==> config.mk <==
export PLATFORM = sky130hd
export DESIGN_NAME = fp_round_pipe
export DESIGN_NICKNAME = d
export VERILOG_FILES = /design/src/rtl/fp_round_pipe.sv
export SDC_FILE = /design/constraint.sdc
export NUM_CORES = 1
export LEC_CHECK = 0
export CORE_MARGIN = 8
export CORE_UTILIZATION = 57
export CTS_BUF_LIST = sky130_fd_sc_hd__clkbuf_16
export DETAILED_ROUTE_END_ITERATION = 8
export DONT_BUFFER_PORTS = 1
export PLACE_DENSITY = 0.72
export SYNTH_ARGS = -nofsm -noshare
export SYNTH_HDL_FRONTEND = slang
export SYNTH_SLANG_ARGS = --single-unit
==> constraint.sdc <==
create_clock -name clk -period 2.1 [get_ports clk]
set_input_delay 0.21 -clock clk [delete_from_list [all_inputs] [get_ports clk]]
set_output_delay 0.21 -clock clk [all_outputs]
set_load 0.01 [all_outputs]
==> src/rtl/fp_round_pipe.sv <==
// rtl/fp_round_pipe.sv - two-stage IEEE-754 rounding pipeline with valid/ready handshake
module fp_round_pipe #(
  parameter int MANT_W = 24,
  parameter int EXP_W  = 8
) (
  input  logic              clk,
  input  logic              rst_n,
  input  logic              in_valid,
  output logic              in_ready,
  input  logic              in_sign,
  input  logic [EXP_W-1:0]  in_exp,
  input  logic [MANT_W+2:0] in_mant,
  input  logic [1:0]        in_mode,
  output logic              out_valid,
  input  logic              out_ready,
  output logic              out_sign,
  output logic [EXP_W-1:0]  out_exp,
  output logic [MANT_W-1:0] out_mant,
  output logic              out_inexact,
  output logic              out_overflow
);

  localparam logic [EXP_W-1:0] EXP_MAX = '1;
  localparam logic [EXP_W-1:0] EXP_ONE = {{(EXP_W-1){1'b0}}, 1'b1};

  logic              s1_valid_q;
  logic [MANT_W:0]   s1_sum_q, s1_sum_d;
  logic              s1_sign_q;
  logic [EXP_W-1:0]  s1_exp_q;
  logic              s1_inexact_q, s1_inexact_d;
  logic              s1_special_q, s1_special_d;

  logic              out_valid_q;
  logic              out_sign_q;
  logic [EXP_W-1:0]  out_exp_q, out_exp_d;
  logic [MANT_W-1:0] out_mant_q, out_mant_d;
  logic              out_inexact_q, out_inexact_d;
  logic              out_overflow_q, out_overflow_d;

  logic s1_accept, s2_accept;
  logic lsb, g, r, s, grs_any, inc;

  assign s2_accept = ~out_valid_q | out_ready;
  assign s1_accept = ~s1_valid_q | s2_accept;
  assign in_ready  = s1_accept;

  assign lsb     = in_mant[3];
  assign g       = in_mant[2];
  assign r       = in_mant[1];
  assign s       = in_mant[0];
  assign grs_any = g | r | s;

  assign s1_special_d = (in_exp == EXP_MAX);
  assign s1_inexact_d = grs_any & ~s1_special_d;

  always_comb begin
    inc = 1'b0;
    unique case (in_mode)
      2'b00:   inc = g & (r | s | lsb);
      2'b01:   inc = 1'b0;
      2'b10:   inc = ~in_sign & grs_any;
      default: inc = in_sign & grs_any;
    endcase
    if (s1_special_d) inc = 1'b0;
  end

  assign s1_sum_d = {1'b0, in_mant[MANT_W+2:3]} + {{MANT_W{1'b0}}, inc};

  // A carry-out leaves exactly 1.000..0 in sum, so shifting right by one renormalises.
  always_comb begin
    out_exp_d      = s1_exp_q;
    out_mant_d     = s1_sum_q[MANT_W-1:0];
    out_inexact_d  = s1_inexact_q;
    out_overflow_d = 1'b0;
    if (s1_sum_q[MANT_W] && !s1_special_q) begin
      out_exp_d  = s1_exp_q + EXP_ONE;
      out_mant_d = s1_sum_q[MANT_W:1];
      if (out_exp_d == EXP_MAX) begin
        out_mant_d     = '0;
        out_overflow_d = 1'b1;
        out_inexact_d  = 1'b1;
      end
    end
  end

  always_ff @(posedge clk or negedge rst_n) begin
    if (!rst_n) begin
      s1_valid_q   <= 1'b0;
      s1_sum_q     <= '0;
      s1_sign_q    <= 1'b0;
      s1_exp_q     <= '0;
      s1_inexact_q <= 1'b0;
      s1_special_q <= 1'b0;
    end else if (s1_accept) begin
      s1_valid_q <= in_valid;
      if (in_valid) begin
        s1_sum_q     <= s1_sum_d;
        s1_sign_q    <= in_sign;
        s1_exp_q     <= in_exp;
        s1_inexact_q <= s1_inexact_d;
        s1_special_q <= s1_special_d;
      end
    end
  end

  // Output registers only move when the consumer can take them, which keeps them stable under stall.
  always_ff @(posedge clk or negedge rst_n) begin
    if (!rst_n) begin
      out_valid_q    <= 1'b0;
      out_sign_q     <= 1'b0;
      out_exp_q      <= '0;
      out_mant_q     <= '0;
      out_inexact_q  <= 1'b0;
      out_overflow_q <= 1'b0;
    end else if (s2_accept) begin
      out_valid_q <= s1_valid_q;
      if (s1_valid_q) begin
        out_sign_q     <= s1_sign_q;
        out_exp_q      <= out_exp_d;
        out_mant_q     <= out_mant_d;
        out_inexact_q  <= out_inexact_d;
        out_overflow_q <= out_overflow_d;
      end
    end
  end

  assign out_valid    = out_valid_q;
  assign out_sign     = out_sign_q;
  assign out_exp      = out_exp_q;
  assign out_mant     = out_mant_q;
  assign out_inexact  = out_inexact_q;
  assign out_overflow = out_overflow_q;

endmodule

==> results of run 1 <==
## registers in the layout, summed over array words and instances, names as in the netlist
name,count
s1_inexact_q,1
out_mant,24
out_overflow,1
out_exp,8
s1_sum_q,25
out_sign,1
s1_sign_q,1
s1_valid_q,1
out_inexact,1
out_valid,1
s1_exp_q,8
s1_special_q,1
## worst paths after layout
check / startpoint / endpoint / slack, ps / cells after the start
setup / recovery: in_mode[1] / s1_sum_q[15]$_DFFE_PN0P_ / 230 / 8
hold / removal: in_exp[3] / s1_exp_q[3]$_DFFE_PN0P_ / 2 / 2
setup reg to reg: s1_exp_q[1]$_DFFE_PN0P_ / out_mant[7]$_DFFE_PN0P_ / 270 / 6
hold reg to reg: s1_sign_q$_DFFE_PN0P_ / s1_sign_q$_DFFE_PN0P_ / 480 / 2
max in group asynchronous: rst_n / out_mant[21]$_DFFE_PN0P_ / 1370 / 2
min in group asynchronous: rst_n / out_exp[5]$_DFFE_PN0P_ / 410 / 2
## cells by family after synthesis
family                     after synthesis  synth area share
buffers and inverters                   28            0.0344
DFF                                     73             0.474
muxes                                   50             0.139
and+or+nand+nor                        136             0.179
AOI/OAI and AO/OA                       78             0.116
adders and majority gates                4            0.0130
xor gates and xnor gates                20            0.0454
## area by class of cell
class                           instances  area share
Sequential cell                        73       0.415
Inverter                                4     0.00341
Multi-Input combinational cell        288       0.435
Tap cell                               80      0.0228
Clock buffer                            9      0.0512
Timing Repair Buffer                   27      0.0609
Clock inverter                          6      0.0117
## what timing repair did
item                                   4_1_cts  5_1_grt
endpoints found under the hold margin       80        0
hold buffers                                 9        0
buffers inserted                             0        0
setup endpoints to repair                    0        0
## synthesized netlist by cell type, drive strengths merged (2+ instances only)
library cell	number
nor2	16
nand2b	4
inv	4
xnor2	9
and4	3
ha	4
xor2	11
nand4	11
a31oi	12
mux2	27
dfrtp	73
and2	3
nand2	64
or4	8
nand3b	2
a21oi	25
mux2i	23
and3	4
o31ai	10
nor3	5
or3	5
o21ai	25
clkbuf	12
nand3	9
buf	12
## worst register-to-register path, delay by kind of cell (launching register included)
family	cells	cell delay [ps]
xor gates and xnor gates	1	180
AOI/OAI and AO/OA	2	330
and+or+nand+nor	1	130
buffers and inverters	1	330
adders and majority gates	1	280
DFF	1	440
## per-layer routing
| layer | GRT usage | vias up | part of all wire |
|---|---|---|---|
| met3 | 0.0818 | 9 | 0.078 |
| met2 | 0.312 | 78 | 0.48 |
| met5 | 0 | - | 0 |
| met4 | 0.0555 | 0 | 0.012 |
| met1 | 0.234 | 1463 | 0.43 |
| li1 | - | 1416 | - |
## power by group through the flow
stage / sequential [mW] / clock (mW) / combinational (mW)
6_report: 1.96 / 1.45 / 0.587
5_1_grt: 1.99 / 1.53 / 0.666
4_1_cts: 1.96 / 1.46 / 0.592
3_5_place_dp: 1.99 / 0 / 0.536
3_3_place_gp: 1.97 / 0 / 0.514
2_1_floorplan: 1.89 / 0 / 0.448
## through the flow
step                 util  power, mW  setup WS, ps  TNS, ps
floorplan               -       2.34          -115     -282
global placement    0.601       2.49         -69.2     -347
detailed placement  0.601       2.52          -106     -651
CTS                 0.658       4.02           226        0
global route        0.658       4.19          54.8        0
finish              0.658       3.99           234        0
==> summary by stage, run 1 <==
Status
The flow ran to the end, and the final reports show no timing, DRC or antenna violations.

Synth
During synthesis, Yosys emitted a total of 0 warnings. The cell count after synthesis came out at 389. The number of enable-type register cells in the synthesized netlist is 0. The share of async-settable or async-resettable flops after synthesis is 1.00.

The total of flip-flops plus latches after synthesis is 73. The proportion of synthesized chip area in sequential cells is 0.474. The post-synthesis net count is 435. The average size of a mapped cell is 9.91 um^2. The post-synthesis cell type with the largest combined area is dfrtp_1. Of the post-synthesis cell area, the dominant cell type holds 0.474. The number of distinct library cells after synthesis is 38. For this run, the leading register cell type out of synthesis is dfrtp_1. The combined area of all synthesized cells is 3860 um^2.

Ranked by total cell area, the synthesized netlist is headed by dfrtp_1, mux2_2, nand2_1.

STA
The total count of max-transition violations in the final report came to 0. The actual slew at the worst max-slew pin is 422 ps. The time the worst path needs with I/O delays and setup is 1870 ps. Dividing the final minimum period by the clock period gives 0.888. The number of endpoints with negative hold slack in the final report is 0. The normalized max-slew margin is 0.719.

The final worst clock skew is 5.08 ps. Setup repair after global routing left no endpoint under its margin. Setup violations remaining at the end of the flow were counted as 0. The maximum clock frequency is 536 MHz. On the final layout, the worst hold slack is 1.86 ps.

Floorplanning
The area of the die is 9650 um^2. Measured along the x axis, the die boundary spans 98.3 um. The floorplan has 30 rows.

The initial utilization of the core area, before any placement, comes to 0.577. 79 I/O pins were placed. The placeable core region is 6680 um^2. The height of the chip is 98.3 um.

Critical path
STA classifies the critical path endpoint as a register. The critical path contains buffers and inverters numbering 0 combined. The family of cells with the greatest summed delay on the critical path is simple AND/OR/NAND/NOR gates.

The worst endpoint data arrival time is 2120 ps. STA classifies the critical path startpoint as an input port. The slowest stage of the critical path is the or4_1 cell. The critical path goes through mux2_2, o21a_1, nor3_2, ha_2, and4_1, nand3_1, or4_1, a31oi_1. For this run, the slowest stage of the critical path takes 420 ps. The kind of critical path is input port to register. The data required time at the worst endpoint is 2350 ps. The peak fanout along the critical path is 6.

GRT
The number of global-route vias before repair came to 2,886. The overall routing resource usage is 0.195. The pin count of the biggest net entering global routing is 74.

The wire length of the first global-routing pass is 15,000 um. The remaining global-route overflow is 0. The initial antenna violation count is 0.

Clock tree
The clock network latency to the later pin of the worst-skew pair is 330 ps. The number of buffers on the longest clock path is 2. The post-cts sizing count is 0.

In this run the number of H-tree levels came out at 3. The sink count of the clock tree is 73. TritonCTS built the clock tree.

The clock-pin slew reported for the worst setup and hold paths after clock tree synthesis is 50 ps. In this run the clock root is driven by a clkbuf_16. TritonCTS created 9 clock buffers.

Power and ir drop
The internal power contribution is 2.83 mW. Of the total power, the share spent switching nets is 0.290. The worst ir drop on vdd is 0.544 mV. The static leakage is 1.91 nW.

Of the total power, registers draw 0.490. The share of total power in combinational logic is 0.147. The net switching power is 1.16 mW. The power density relative to cell area is 907 nW/um^2.

The clock network power share is 0.363.

Place
At the end of routability-driven placement, the weighted congestion stood at 0.820. After detailed placement, the total cell area comes to 4020 um^2. The total instance count after detailed placement is 463. The HPWL after detailed placement is 6420 um. The total of buffers placed on input and output ports is 0.

Hold path
The tightest min-delay check is of the input port to register type.

Cells and area
The top cell types in the final layout, fill and taps aside, are dfrtp_1, nand2_1, mux2_2, a21oi_1, mux2i_1. The count of antenna diodes in the layout is 0. The final non-filler cell total is 487.

The library cell used most frequently in the layout, excluding fill and tap cells, is dfrtp_1. The net count of the finished layout is 449. The multi-input combinational cells in the finished layout cover a total of 1910 um^2. The synthesis-to-finish area growth is 14.1%. The area used by sequential logic in the layout is 1830 um^2. After routing the design area is 4400 um^2.

The fill cell total of the finished layout is 528. In the final layout, the share of cells above drive strength 1 is 0.155.

Routing
For this block, the routed nets add up to 9110 um of wire. Before antenna repair, the detailed router went through 4 iterations. Dividing the detail-routed via count by the number of cells gives 6.09.

After detailed routing, the average wire length per cell comes to 18.7 um. The detailed-route DRC error count is 0. The detailed-route via count is 2,966. The initial DRC count is 146.

The remaining number of nets flagged by the antenna check after routing is 0.

Run
The tool flagged a number of max-cap violations equal to 0.
(Power assumes the default switching activity.)
==> run 2, diff against run 1 <==
--- a/config.mk
+++ b/config.mk
@@ -8,9 +8,11 @@
 export CORE_MARGIN = 8
 export CORE_UTILIZATION = 57
 export CTS_BUF_LIST = sky130_fd_sc_hd__clkbuf_16
+export CTS_CLUSTER_SIZE = 12
 export DETAILED_ROUTE_END_ITERATION = 8
 export DONT_BUFFER_PORTS = 1
 export PLACE_DENSITY = 0.72
+export REMOVE_ABC_BUFFERS = 1
 export SYNTH_ARGS = -nofsm -noshare
 export SYNTH_HDL_FRONTEND = slang
 export SYNTH_SLANG_ARGS = --single-unit
==> summary by stage, run 2 (synthesis gave the netlist of run 1 again) <==
Clock tree
The clock reaches the later pin of the worst-skew pair after 330 ps. The clock tree synthesis step divided the H-tree into 3 levels. TritonCTS built the clock tree. Clock tree synthesis selected as its root buffer the cell clkbuf_16.

TritonCTS created 9 clock buffers. After clock tree synthesis, the clock-pin slew on the worst setup and hold paths is 60 ps. For this design, the sink count on the clock tree is 73. The number of buffers on the longest clock path is 2.

Critical path
The worst endpoint data arrival time is 2170 ps. The sort of element at the end of the critical path is a register. The family of cells with the greatest summed delay on the critical path is simple AND/OR/NAND/NOR gates.

STA puts the critical path data required time at 2350 ps. The cell at the slowest stage of the critical path is or4_1. The peak fanout along the critical path is 6. Together, buffers and inverters on the worst path number 0. The kind of start point of the critical path is an input port. For this run, the slowest stage of the critical path takes 430 ps. Traced cell by cell, the critical path runs through o31ai_1, mux2_2, o21a_1, nor3_2, ha_2, and4_2, nand3_1, or4_1, a31oi_1.

The kind of critical path is input port to register.

GRT
The first global-routing pass estimated 14,300 um of wire. The initial antenna violation count was 0. The overall routing resource usage is 0.185. The number of global-route vias before repair is 2,842. Entering global routing, the biggest net connects 74 pins. The total overflow left after global routing is 0.

Power and ir drop
The static leakage is 1.90 nW. Of the total power, the share spent switching nets is 0.294. The power density relative to cell area is 876 nW/um^2.

The share of total power dissipated in the clock network is 0.348. Of the total power, combinational logic draws 0.149. The internal portion of the total power is 2.73 mW. The net switching power is 1.13 mW.

VDD sags by at most 0.442 mV. Of the total power, registers draw 0.502.

Floorplanning
The die boundary width is 98.3 um. In this run the standard cell core region covers 6680 um^2. For this configuration, the core starts out at a cell density of 0.577. The I/O pin total is 79. The height of the chip is 98.3 um. The die covers 9650 um^2.

The count of standard-cell rows is 30.

Routing
After detailed routing, the average wire length per cell comes to 17.7 um. Summed over all layers, the routed wires come to 8690 um. In the routed design, unresolved DRC markers number 0.

The count of nets left with antenna violations once routing finished came out at 0. The first TritonRoute pass finished after 5 iterations. For this block, the initial DRC count from the detailed router was 110. The average vias per placed instance is 5.85. The detailed-route via count is 2,871.

Cells and area
After filler insertion, the fill cell instance count of the layout stands at 545. The final design area excluding fillers is 4400 um^2. For this run, the number of standard cells in the final layout without fillers is 491.

The number of nets in the final layout is 452. The register containing the most flip-flops in the final layout is s1_sum_q. The count of antenna diodes in the layout is 0. The area used by sequential logic in the layout is 1830 um^2. The area growth from synthesis to layout is 14.2%. Of the cells placed in the final design, the portion with a size suffix greater than 1 is 0.161. The combined area of the multi-input logic cells is 1910 um^2.

The most common cell after layout, fill and taps aside is dfrtp_1. The register with the most flip-flops in the layout has 25 of them. Leaving out fill and tap cells, the most frequent cells in the layout are dfrtp_1, nand2_1, mux2_2, a21oi_1, mux2i_1.

STA
Static timing analysis puts the maximum clock frequency at 520 MHz. The time the worst path needs with I/O delays and setup is 1920 ps. Setup violations remaining at the end of the flow were counted as 0. The setup TNS is 0 ps. The tightest hold margin is 7.36 ps. In the finished design, the share of the clock period the worst path needs comes to 0.915.

Setup repair after global routing left no endpoint under its margin. The actual slew at the worst max-slew pin is 374 ps. The post-route worst setup slack is 178 ps. The number of endpoints with negative hold slack in the final report was 0.

The normalized max-slew margin is 0.750. The final worst clock skew is 6.74 ps. The total count of max-transition violations in the final report came to 0.

Place
Once placement completed, the tool counted placed cells totaling 463. Summing all placed instances gives a cell area of 4000 um^2. The weighted congestion at the end of routability-driven global placement is 0.837. The count of buffers added on input and output ports is 0. Prior to clock tree synthesis, the placed netlist has a worst setup slack of -256 ps.

Summed over all nets, the half-perimeter wirelength after detailed placement is 5830 um.

Status
The run finished with clean final reports.

Hold path
The type of the most critical hold path is input port to register.

Run
The tool flagged a number of max-cap violations equal to 0.
run 2: cell types whose count changed in the layout (fill, tap and decap cells not counted):
cell,previous run,this run
bufinv_16,1,0
and4_1,3,2
and4_2,0,1
clkinvlp_4,0,2
clkinv_2,2,3
buf_12,2,1
inv_1,5,4
buf_4,16,17
dlygate4sd3_1,8,11
run 2: routing by layer:
metal / vias to the layer above / track usage / wire length [um] / part of all wire
li1: 1423 / - / - / -
met3: 16 / 0.0626 / 691 / 0.080
met4: 0 / 0.0767 / 121 / 0.014
met2: 83 / 0.292 / 4030 / 0.46
met5: - / 0 / 0 / 0
met1: 1349 / 0.227 / 3850 / 0.44
run 2: area by class of cell:
cell class	instances	area share
multi-input cells	288	0.435
flip-flops and latches	73	0.415
well taps	80	0.0227
clock inverters	7	0.00852
repair buffers	30	0.0648
clock buffers	9	0.0511
inverters	4	0.00341
run 2: per-stage QoR:
stage,util,power (mW)
3_3_place_gp,0.598,2.47
2_1_floorplan,-,2.32
5_1_grt,0.659,4.07
6_report,0.659,3.86
4_1_cts,0.656,3.90
3_5_place_dp,0.598,2.50
run 2: final timing paths:
kind,to,slack (ps),cells after the start,from
setup / recovery,s1_sum_q[15]$_DFFE_PN0P_,180,9,in_mant[1]
min in group asynchronous,out_exp[5]$_DFFE_PN0P_,420,2,rst_n
max in group asynchronous,s1_inexact_q$_DFFE_PN0P_,1370,2,rst_n
setup reg to reg,out_mant[11]$_DFFE_PN0P_,430,6,s1_exp_q[0]$_DFFE_PN0P_
hold / removal,s1_sum_q[24]$_DFFE_PN0P_,7,2,in_mant[26]
hold reg to reg,s1_sum_q[0]$_DFFE_PN0P_,480,2,s1_sum_q[0]$_DFFE_PN0P_
run 2: what timing repair did:
action	CTS	global route
gates resized for setup	0	3
endpoints found under the setup margin	0	6
hold endpoints to repair	82	1
setup buffers	0	0
hold buffers	11	1
run 2: power by group through the flow:
stage                     clock [mW]  combinational [mW]  sequential (mW)
final                           1.34               0.577             1.94
after global routing            1.44               0.659             1.98
after CTS                       1.37               0.581             1.95
after detailed placement           0               0.525             1.97
after global placement             0               0.511             1.96
after floorplan                    0               0.427             1.89
==> run 3, diff against run 2 <==
--- a/config.mk
+++ b/config.mk
@@ -11,7 +11,7 @@
 export CTS_CLUSTER_SIZE = 12
 export DETAILED_ROUTE_END_ITERATION = 8
 export DONT_BUFFER_PORTS = 1
-export PLACE_DENSITY = 0.72
+export PLACE_DENSITY_LB_ADDON = 0.08
 export REMOVE_ABC_BUFFERS = 1
 export SYNTH_ARGS = -nofsm -noshare
 export SYNTH_HDL_FRONTEND = slang
==> summary by stage, run 3 (synthesis gave the netlist of run 1 again) <==
Status
The flow ran to the end, and the final reports show no timing, DRC or antenna violations.

GRT
met2 is the most crowded layer. In the global route stage, met2 resource usage came out at 0.307. The remaining global-route overflow is 0. The number of global-route vias before repair was 2,954.

The initial antenna violation count is 0. Entering global routing, the biggest net connects 74 pins. In the global route stage, met1 resource usage came out at 0.222. The first global-routing pass estimated 14,700 um of wire.

For this run, global-route usage on met3 was measured as 0.0761. For this run, the total global-route usage over all layers was measured as 0.189.

Cells and area
The most common cell after layout, fill and taps aside is dfrtp_1. The number of flip-flops under the largest register name is 25. The fraction of final layout cells with drive strength greater than 1 is 0.156. The count of antenna diodes in the layout is 0.

The final layout contains 451 nets. Compared with the post-synthesis result, the final layout area differs by 14.4%. The top cell types in the final layout, fill and taps aside, are dfrtp_1, nand2_1, mux2_2, a21oi_1, mux2i_1. The register containing the most flip-flops in the final layout is s1_sum_q.

Critical path
Across all register-to-register paths, the minimum setup slack is 340 ps. The critical path in this run is classified as input port to register. The worst register-to-register path begins at s1_exp_q[1]$_DFFE_PN0P_.

STA classifies the critical path startpoint as an input port. Tracing the worst setup path back leads to its startpoint at in_mant[1]. The critical path goes through o31ai_1, mux2_2, o21a_1, nor3_2, ha_2, and4_2, nand3_1, or4_1, a31oi_1. The worst reg2reg path endpoint is out_mant[2]$_DFFE_PN0P_. The most critical setup path has its endpoint at s1_sum_q[15]$_DFFE_PN0P_. Data arrives at the worst endpoint at 2210 ps. The peak fanout along the critical path is 5. On the worst path, the slowest cell contributes a delay of 450 ps. For the worst setup path, the data required time is 2340 ps. The cell at the slowest stage of the critical path is or4_1.

The worst-case reg-to-reg path depth is 6. The sort of element at the end of the critical path is a register.

STA
On the final layout, the worst clock skew is 4.54 ps. The worst pin sits at a relative slew slack of 0.748. Setup repair after global routing left no endpoint under its margin. The worst path needs 1960 ps of the cycle, external delays included. The post-route fraction of the period consumed by the critical path is 0.935. The total count of max-transition violations in the final report was 0.

For this run, the top clock speed supported by timing is 510 MHz. Across all setup checks in the final design, the least slack found is 137 ps. On the final layout, the worst hold slack is 7.10 ps. For the pin with the worst max-slew slack, the measured transition is 378 ps. The count of endpoints failing setup in the final report is 0.

The number of endpoints with negative hold slack in the final report is 0.

Clock tree
The tree built by TritonCTS fans out to 73 sinks. The number of buffers on the longest clock path is 2. In this run, CTS created clock tree buffers numbering 9.

The number of buffers added for setup after CTS is 0. The H-tree depth is 3. Clock-pin slew was measured on the worst setup and hold paths at 60 ps.

TritonCTS built the clock tree. The clock network latency to the later pin of the worst-skew pair is 330 ps. The CTS root buffer is clkbuf_16.

Routing
After the first detailed-routing iteration, the DRC count stood at 94. Wires add up to 8990 um. Dividing the detail-routed wire length by the instance count gives 18.3 um. The count of nets left with antenna violations once routing finished came out at 0. The average vias per placed instance is 5.98. The first TritonRoute pass finished after 4 iterations. The detailed router placed 2,928 vias in this run. The detailed-route DRC error count is 0.

Floorplanning
The initial standard-cell utilization of the core is 0.577. The placeable core region is 6680 um^2. The die boundary width is 98.3 um. The height of the chip is 98.3 um. The floorplan step defined a die boundary enclosing 9650 um^2. The I/O pin total is 79. Row generation in the floorplan step produced 30 rows.

Place
The weighted congestion at the end of routability-driven global placement is 0.804. The worst slack at placement is -294 ps. The total of buffers placed on input and output ports is 0. The HPWL after detailed placement is 6050 um.

Power and ir drop
The worst ir drop on vdd is 0.470 mV. The power density relative to cell area is 900 nW/um^2. The static leakage is 1.92 nW.

Run
The count of maximum capacitance violations is 0.

Hold path
In this run the worst hold path is classified as input port to register.
-- run 3: cell count changes in the layout (fill, tap and decap cells not counted) --
cell	change
clkinvlp_4	-2
clkinv_1	-1
inv_1	+3
bufinv_16	+1
dlygate4sd3_1	-1
clkinv_2	-1
-- run 3: worst max-delay path, delay by kind of cell --
family	cells	cell delay, ps
AO/OA/AOI/OAI	3	420
AND/OR/NAND/NOR	4	1090
adder cells (fa/ha/maj)	1	230
multiplexers	1	260
-- run 3: routing by layer --
layer / routed length, um / part of all wire
met3: 734 / 0.082
met2: 4220 / 0.47
met1: 3930 / 0.44
met4: 106 / 0.012
met5: 0 / 0
-- run 3: how the worst min path moves through the flow --
stage | start | end | slack, ps | depth (start not counted)
CTS | in_exp[0] | s1_exp_q[0]$_DFFE_PN0P_ | 0.4 | 2
detailed placement | rst_n | out_exp[6]$_DFFE_PN0P_ | -80 | 0
global route | in_exp[6] | s1_exp_q[6]$_DFFE_PN0P_ | 10 | 2
floorplan | rst_n | out_exp[0]$_DFFE_PN0P_ | -90 | 0
finish | in_exp[6] | s1_exp_q[6]$_DFFE_PN0P_ | 7 | 2
global placement | rst_n | out_exp[6]$_DFFE_PN0P_ | -80 | 0
-- run 3: timing repair --
item                                    4_1_cts  5_1_grt
resized for setup                             0        3
endpoints found under the setup margin        0        9
hold endpoints to repair                     81        1
hold buffers                                 10        1
-- run 3: final cells by class --
| type | instances | area (um^2) |
|---|---|---|
| tap | 80 | 100 |
| inverter | 4 | 15.0 |
| sequential | 73 | 1830 |
| timing repair buffer | 29 | 275 |
| clock buffer | 9 | 225 |
| clock inverter | 7 | 55.1 |
| fill | 539 | 2270 |
| multi-input combinational | 288 | 1910 |
-- run 3: per-stage QoR --
step           area [um^2]  power, mW  std cells  utilization  TNS (ps)
3_5_place_dp          4000       2.50        463        0.598     -2590
5_1_grt               4410       4.16        490        0.660         0
2_1_floorplan         3740       2.32        365            -    -17220
6_report              4410       3.97        490        0.660         0
3_3_place_gp          4000       2.47        463        0.598     -1660
4_1_cts               4390       4.00        489        0.657         0
-- run 3: where the power goes --
group          total [mW]  internal [mW]  switching [mW]  leakage (nW)
Clock                1.45          0.898           0.556         0.150
Sequential           1.94           1.66           0.281         0.869
Combinational       0.577          0.279           0.297         0.903
Total                3.97           2.84            1.13          1.92
